## config.mk

```make
export PLATFORM = sky130hd
export DESIGN_NAME = led_blink_sched
export DESIGN_NICKNAME = d
export VERILOG_FILES = /design/src/rtl/led_blink_sched.sv
export SDC_FILE = /design/constraint.sdc
export NUM_CORES = 1
export LEC_CHECK = 0
export CAP_MARGIN = 30
export CORE_ASPECT_RATIO = 1.2
export CORE_UTILIZATION = 34
export DETAILED_ROUTE_END_ITERATION = 10
export PLACE_DENSITY = 0.6
export SLEW_MARGIN = 20
export SYNTH_ARGS = -nofsm -noshare
export SYNTH_HDL_FRONTEND = slang
export SYNTH_SLANG_ARGS = --single-unit
```

## constraint.sdc

```tcl
create_clock -name clk -period 12.35 [get_ports clk]
set_input_delay 1.8525 -clock clk [delete_from_list [all_inputs] [get_ports clk]]
set_output_delay 1.8525 -clock clk [all_outputs]
set_load 0.03 [all_outputs]
```

## src/rtl/led_blink_sched.sv

```systemverilog
// Multi-channel LED blink scheduler driven by a shared millisecond tick.
// Ports: clk, reset (async high), start/stop per channel, ms_cfg half-periods,
//   burst_len (only with LED_BURST_EN), led/busy/done per channel.
// Optional macro LED_BURST_EN: per-channel burst of N blinks, then done pulse.
module led_blink_sched #(
  parameter int N_CH     = 4,
  parameter int TICK_DIV = 100000
) (
  input  logic              clk,
  input  logic              reset,
  input  logic [N_CH-1:0]   start,
  input  logic [N_CH-1:0]   stop,
  input  logic [16*N_CH-1:0] ms_cfg,
`ifdef LED_BURST_EN
  input  logic [8*N_CH-1:0] burst_len,
`endif
  output logic [N_CH-1:0]   led,
  output logic [N_CH-1:0]   busy,
  output logic [N_CH-1:0]   done
);

  localparam int PW = (TICK_DIV > 1) ? $clog2(TICK_DIV) : 1;

  typedef enum logic [1:0] {
    S_IDLE,
    S_RUN,
    S_DONE
  } state_t;

  logic [PW-1:0] r_pre;
  logic          w_tick;

  assign w_tick = (r_pre == PW'(TICK_DIV - 1));

  always_ff @(posedge clk or posedge reset) begin
    if (reset)
      r_pre <= '0;
    else if (w_tick)
      r_pre <= '0;
    else
      r_pre <= r_pre + 1'b1;
  end

  for (genvar g = 0; g < N_CH; g++) begin : g_ch
    state_t      r_st, w_st_nxt;
    logic [15:0] r_per, w_per_nxt;
    logic [15:0] r_cnt, w_cnt_nxt;
    logic        r_led, w_led_nxt;
    logic [15:0] w_cfg;
    logic [15:0] w_cfg_per;
    logic        w_term;

    assign w_cfg     = ms_cfg[16*g +: 16];
    // A zero half-period would never terminate; treat it as 1 ms.
    assign w_cfg_per = (w_cfg == 16'd0) ? 16'd1 : w_cfg;
    assign w_term    = (r_cnt == r_per - 16'd1);

`ifdef LED_BURST_EN
    logic [7:0] r_bn, w_bn_nxt;
    logic [8:0] r_tg, w_tg_nxt;
    logic [8:0] w_tg_inc;

    assign w_tg_inc = r_tg + 9'd1;

    always_ff @(posedge clk or posedge reset) begin
      if (reset) begin
        r_bn <= '0;
        r_tg <= '0;
      end else begin
        r_bn <= w_bn_nxt;
        r_tg <= w_tg_nxt;
      end
    end
`endif

    always_ff @(posedge clk or posedge reset) begin
      if (reset) begin
        r_st  <= S_IDLE;
        r_per <= '0;
        r_cnt <= '0;
        r_led <= 1'b0;
      end else begin
        r_st  <= w_st_nxt;
        r_per <= w_per_nxt;
        r_cnt <= w_cnt_nxt;
        r_led <= w_led_nxt;
      end
    end

    always_comb begin
      w_st_nxt  = r_st;
      w_per_nxt = r_per;
      w_cnt_nxt = r_cnt;
      w_led_nxt = r_led;
`ifdef LED_BURST_EN
      w_bn_nxt  = r_bn;
      w_tg_nxt  = r_tg;
`endif
      unique case (r_st)
        S_IDLE: begin
          w_led_nxt = 1'b0;
          if (!stop[g] && start[g]) begin
            w_st_nxt  = S_RUN;
            w_per_nxt = w_cfg_per;
            w_cnt_nxt = '0;
`ifdef LED_BURST_EN
            w_bn_nxt  = burst_len[8*g +: 8];
            w_tg_nxt  = '0;
`endif
          end
        end
        S_RUN: begin
          if (stop[g]) begin
            w_st_nxt  = S_IDLE;
            w_led_nxt = 1'b0;
          end else if (start[g]) begin
            w_per_nxt = w_cfg_per;
            w_cnt_nxt = '0;
            w_led_nxt = 1'b0;
`ifdef LED_BURST_EN
            w_bn_nxt  = burst_len[8*g +: 8];
            w_tg_nxt  = '0;
`endif
          end else if (w_tick) begin
            if (w_term) begin
              w_cnt_nxt = '0;
              w_led_nxt = ~r_led;
`ifdef LED_BURST_EN
              w_tg_nxt  = w_tg_inc;
              // The 2N-th toggle always lands on led=0; finish the burst there.
              if (r_bn != 8'd0 && w_tg_inc == {r_bn, 1'b0})
                w_st_nxt = S_DONE;
`endif
            end else begin
              w_cnt_nxt = r_cnt + 16'd1;
            end
          end
        end
        S_DONE: begin
          w_st_nxt  = S_IDLE;
          w_led_nxt = 1'b0;
        end
        default: begin
          w_st_nxt  = S_IDLE;
          w_led_nxt = 1'b0;
        end
      endcase
    end

    assign led[g]  = r_led;
    assign busy[g] = (r_st != S_IDLE);
`ifdef LED_BURST_EN
    assign done[g] = (r_st == S_DONE);
`else
    assign done[g] = 1'b0;
`endif
  end

endmodule

```

==> metrics.txt, run 1 <==
MaxCap Viol Count 0; CTS H-tree depth 4; WL final 21800 um; Clk pin slew, worst setup/hold paths around 60 ps; Worst setup SP type input port; CP Class input port to register; CTS buffer count 17; total grt overflow 0; Pwr per Cell Area roughly 130 mW/mm2; final worst slack slightly below 9000 ps; final setup TNS 0 ps; sequential cell area 0.00383 mm2; Clock Tree Buf Depth 2; Leak about 4.3 nW; initial core utilization between 30% and 40%; core area roughly 0.027 mm2; CP required approximately 13000 ps; drt wl/cell between 15 and 20 um; initial DRC count between 300 and 400; R2R Path Start g_ch[3].r_per[0]; Synth Area in Compound Gates between 10% and 20%; Net Sw Frac roughly a quarter; Final setup violation count 0; Final nets around 1200; final worst-path cycle share 29.2%; P&R area growth vs syn 18.6%; post-place setup slack roughly 8300 ps; Die Area 0.0284 mm2; Placer Congestion 0.862; layout filler cell count approximately 2600; ranking of synthesized cells by area dfrtp_1 (41%), xnor2_1 (8.0%), mux2_2 (4.9%); Avg Inst Size Synth between 9 and 10 um2; Critical Path AT around 3900 ps; unrepaired setup endpoints after global routing false; Sequential Power Share 41.8%; Tmin final around 3600 ps; cell family with most CP delay buffers and inverters; fraction of layout cells with a size suffix above 1 a little under a tenth; ANT cells 0; achievable clock frequency between 200 and 300 MHz; Slew Limit Fails 0; Root Driver clkbuf_16; mux contribution to synthesized area between 5 and 6%; TritonRoute pass-1 iters 5; first-pass GRT wire length between 30000 and 40000 um; Int Power approximately 0.0010 W; final antenna-violating net count 0; I/O pins between 80 and 90; Final Hold Viols 0; most common cell in the netlist dfrtp_1; adder-cell area share of the yosys netlist around 1.2%; footprint of the multi-input gates around 0.0052 mm2; HP Start r_pre[0]; largest family of logic cells by synthesized area simple AND/OR/NAND/NOR gates; Post-synth top flop dfrtp_1; Post-synth EDFFs 0; largest net degree at the start of global routing ~90; async set-reset flop share out of synthesis 100%; area fraction of the dominant cell type after synthesis approximately two fifths; clock share of power 43.1%; crit path buf inv count 2; crit-path max FO 36; post-CTS setup buffers 0; CP endpoint kind register; Worst-Skew Late Latency 430 ps; top post-synthesis cells by count dfrtp_1 (153), nor2_1 (95), nand2_1 (93), xnor2_1 (86), nor3_1 (49); antenna violations before repair 0; Gate Count Post-Synth 1021; leading area contributor after synthesis dfrtp_1; outcome completed; Port-buffer cells 81; Vias roughly 7600; Top cell by count, worst path nor3_1; power share of the combinational group about 15%; Post-Synth XOR/XNOR Area between 10% and 20%; Setup Skew between 10 and 15 ps; Netlist cell types 76; hold crit path type register to register; Seq/Total Area, Yosys between 40 and 50%; Tot GR Track Use 16.3%; Final Instance Area roughly 0.011 mm2; clock net sink count ~150; synth warn 0; Post-Synth Simple-Gate Area 24.5%; die height ~180 um; Worst slew margin a little over two fifths; vias per cell 5.33; DP Area 0.0105 mm2; crit path from start[1]; die width roughly 150 um; Post-Syn Area approximately 0.0094 mm2; DRC violations left 0; cells along the critical path clkdlybuf4s50_1, nor2b_2, buf_4, o211ai_1, nor3_1, xnor2_1, nor3_1; Net Sw Power 0.000376 W; Post-CTS Resized 0; Worst IR Drop VDD slightly below 0.08 mV; detailed placement HPWL around 15000 um; number of global-route vias before repair between 7000 and 8000; Post-CTS Hold Buffers 0; CTS tree yes; crit-path max cell delay ~540 ps; Hold WS 487 ps; synthesized flop and latch total between 150 and 200; Worst Max-Slew Pin Slew roughly 860 ps; CP max-delay cell clkdlybuf4s50_1; FP Rows 66
==> registers in the layout, indices dropped and copies added, names as in the netlist <==
register	count
g_ch.r_st	4
g_ch.r_cnt	64
r_pre	17
g_ch.r_led	4
g_ch.r_per	64
==> layer usage <==
| layer | share of wire [%] | wire, um | global-route usage [%] | vias up |
|---|---|---|---|---|
| met5 | 0 | 0 | 0 | - |
| met4 | 1.1 | 230 | 5.28 | 0 |
| met3 | 2.6 | 563 | 2.82 | 17 |
| met2 | 49 | 10700 | 27.5 | 114 |
| met1 | 47 | 10300 | 21.0 | 3744 |
| li1 | - | - | - | 3753 |
==> cell families after synthesis <==
kind of cell | Yosys count
DFF | 153
buffers and inverters | 87
adders and majority gates | 9
other | 1
xor gates and xnor gates | 131
muxes | 47
and+or+nand+nor | 442
AOI/OAI and AO/OA | 151
==> power groups by stage <==
stage                     logic (W)  clock network (W)  registers, W
after global routing       0.000238           0.000642      0.000596
final                      0.000213           0.000606      0.000589
after floorplan            0.000162                  0      0.000577
after CTS                  0.000214           0.000622      0.000588
after detailed placement   0.000213                  0      0.000597
after global placement     0.000209                  0      0.000597
==> layout by cell type (no fill, tap or decap), types with 14 or more instances in the layout <==
cell type	instances
mux2_2	41
nand4_1	21
clkbuf_16	17
clkdlybuf4s50_1	81
and3_1	14
nor2b_1	15
or3_1	14
nand2_1	93
nor2_1	94
a21oi_1	19
inv_1	30
nor4_1	28
nand2b_1	21
nand3_1	30
xnor2_1	86
o21ai_0	35
nor3_1	49
xor2_1	43
dfrtp_1	153
==> layout make-up <==
| class | instances | share of cell area, % |
|---|---|---|
| multi-input cells | 784 | 46.8 |
| repair buffers | 90 | 8.03 |
| well taps | 340 | 3.80 |
| clock buffers | 21 | 4.12 |
| inverters | 31 | 1.09 |
| flip-flops and latches | 153 | 34.2 |
| clock inverters | 11 | 1.95 |
==> through the flow <==
stage / std cells / total power (W) / util [%]
floorplan: 1024 / 0.000740 / -
global placement: 1397 / 0.000806 / 38.6
detailed placement: 1397 / 0.000810 / 38.6
CTS: 1429 / 0.00142 / 41.1
global route: 1430 / 0.00148 / 41.2
finish: 1430 / 0.00141 / 41.2
==> final timing paths <==
kind,endpoint,slack [ps],cells past startpoint
max,g_ch[1].r_cnt[14],8750,7
min,r_pre[0],490,1
max reg2reg,g_ch[3].r_cnt[8],9100,7
min reg2reg,r_pre[0],490,1
max in group asynchronous,r_pre[12],9460,3
min in group asynchronous,g_ch[3].r_cnt[0],1750,2
Note: power is estimated with default switching activity, not from simulation.
==> run 2: changes to the inputs <==
Clock period 12.35 ns to 3.7 ns, I/O delays scaled along.
==> metrics.txt, run 2 (synthesized netlist as in run 1, its figures left out) <==
final setup TNS 0 ps (unchanged); fraction of layout cells with a size suffix above 1 9.63% (+0.092 points); total grt overflow 0 (unchanged); Clk pin slew, worst setup/hold paths 60 ps (about the same); P&R area growth vs syn 18.8%; Leak 4.32 nW (+0.38%); Port-buffer cells 81 (unchanged); cell family with most CP delay simple AND/OR/NAND/NOR gates; die height 184 um (unchanged); clock net sink count 153 (unchanged); outcome completed; Reg2Reg Setup Slack 580 ps (-8520 ps); Die Area 0.0284 mm2 (unchanged); final antenna-violating net count 0 (unchanged); antenna violations before repair 0 (unchanged); core area 0.0272 mm2 (unchanged); number of global-route vias before repair 7366 (-1.7%); CTS H-tree depth 4 (unchanged); die width 154 um (unchanged); post-CTS setup buffers 0 (unchanged); Crit path depth 9 (+2); Final setup violation count 0 (unchanged); Final Hold Viols 0 (unchanged); CP max-delay cell or4_1; Worst-Skew Late Latency 430 ps (about the same); detailed placement HPWL 15800 um (+2.0%); most common cell after layout, fill and taps aside dfrtp_1; Placer Congestion 0.880 (+2.1%); Tmin final between 3000 and 4000 ps; crit path buf inv count 1 (-1); Setup Skew 9.22 ps (-4.37 ps); Final nets 1162 (+0.17%); WL final 21600 um (-0.78%); crit-path max cell delay 540 ps (about the same); crit path from g_ch[3].r_per[0]; Worst IR Drop VDD 0.209 mV (+170%); largest net degree at the start of global routing 88 (-3.3%); first-pass GRT wire length 36400 um (-2.6%); CTS tree yes; ANT cells 0 (unchanged); Largest regs g_ch.r_cnt: 64 flops, g_ch.r_per: 64 flops, r_pre: 17 flops; final worst-path cycle share between 80 and 90%; CP Class register to register; Tot GR Track Use 16.0% (-0.29 points); hold crit path type input port to asynchronous set/reset pin; drt wl/cell 15.1 um (-0.78%); Clock Tree Buf Depth 2 (unchanged); layout filler cell count 2656 (+1.3%); crit path capture g_ch[3].r_cnt[13]; Final Total Pwr 0.00470 W (+230%); MaxCap Viol Count 0 (unchanged); Worst slew margin 49.9% (+7.6 points); Post-CTS Resized 0 (unchanged); final core utilization 41.2% (+0.055 points); cells along the critical path inv_1, ha_1, or3b_1, or4_1, nand3_1, o311ai_1, a2111oi_4, o21ba_2, nor2_1; most frequent cells in the layout dfrtp_1 (153), nor2_1 (94), nand2_1 (93), xnor2_1 (86), clkdlybuf4s50_1 (81); DRC violations left 0 (unchanged); Vias 7533 (-1.2%); Worst Max-Slew Pin Slew 746 ps (-116 ps); vias per cell 5.27 (-1.2%); achievable clock frequency between 300 and 400 MHz; Worst setup SP type register; unrepaired setup endpoints after global routing false; CP required 4000 ps (-8640 ps); Root Driver clkbuf_16; CP endpoint kind register; Critical Path AT 3430 ps (-460 ps); I/O pins 86 (unchanged); crit-path max FO 13 (-64%); initial core utilization 34.7% (unchanged); TritonRoute pass-1 iters 4 (-1); footprint of the multi-input gates 0.00523 mm2 (unchanged); Pwr per Cell Area 420 mW/mm2 (+230%); R2R Path Start g_ch[3].r_per[0]; FP Rows 66 (unchanged); Worst R2R End g_ch[3].r_cnt[13]; sequential cell area 0.00383 mm2 (unchanged); Post-CTS Hold Buffers 0 (unchanged); Slew Limit Fails 0 (unchanged); initial DRC count 321 (-15%); FF-to-FF path depth 9 (+2); CTS buffer count 17 (unchanged)
run 2: stage by stage:
stage	instances	setup slack, ps	hold slack [ps]	cell area [um2]
after floorplan	1024	899	451	9440
after global placement	1400	645	477	10500
after detailed placement	1400	583	475	10500
after CTS	1430	567	448	11200
after global routing	1430	327	455	11200
final	1430	577	448	11200
run 2: metal layers:
metal | GRT usage [%] | vias up | share of wire (%)
met4 | 5.56 | 0 | 2.0
li1 | - | 3763 | -
met1 | 20.2 | 3634 | 47
met5 | 0 | - | 0
met3 | 3.10 | 31 | 2.7
met2 | 27.2 | 105 | 49
run 2: worst reg2reg max path: cells and delay by family (launching register included):
family | cells | cell delay [ps]
AOI/OAI and AO/OA | 3 | 1070
adders and majority gates | 1 | 230
buffers and inverters | 1 | 80
DFF | 1 | 430
and+or+nand+nor | 4 | 1190
run 2: cell type report:
cell class / instances / area share [%]
clock buffers: 22 / 4.32
clock inverters: 8 / 1.70
inverters: 31 / 1.07
multi-input cells: 784 / 46.7
flip-flops and latches: 153 / 34.2
well taps: 340 / 3.80
repair buffers: 92 / 8.20
run 2: worst min path at each step:
stage | from | endpoint | slack (ps) | depth (start not counted)
after CTS | reset | g_ch[3].r_st[0] | 450 | 2
after floorplan | r_pre[4] | r_pre[4] | 450 | 1
after global placement | r_pre[4] | r_pre[4] | 480 | 1
after global routing | reset | g_ch[3].r_st[0] | 460 | 2
after detailed placement | r_pre[4] | r_pre[4] | 470 | 1
final | reset | g_ch[3].r_st[0] | 450 | 2
run 2: where the power goes:
| group | switching, W | internal (W) | total (W) |
|---|---|---|---|
| sequential | 0.000176 | 0.00178 | 0.00196 |
| combinational | 0.000350 | 0.000361 | 0.000711 |
| clock | 0.000697 | 0.00133 | 0.00202 |
| total | 0.00122 | 0.00347 | 0.00470 |
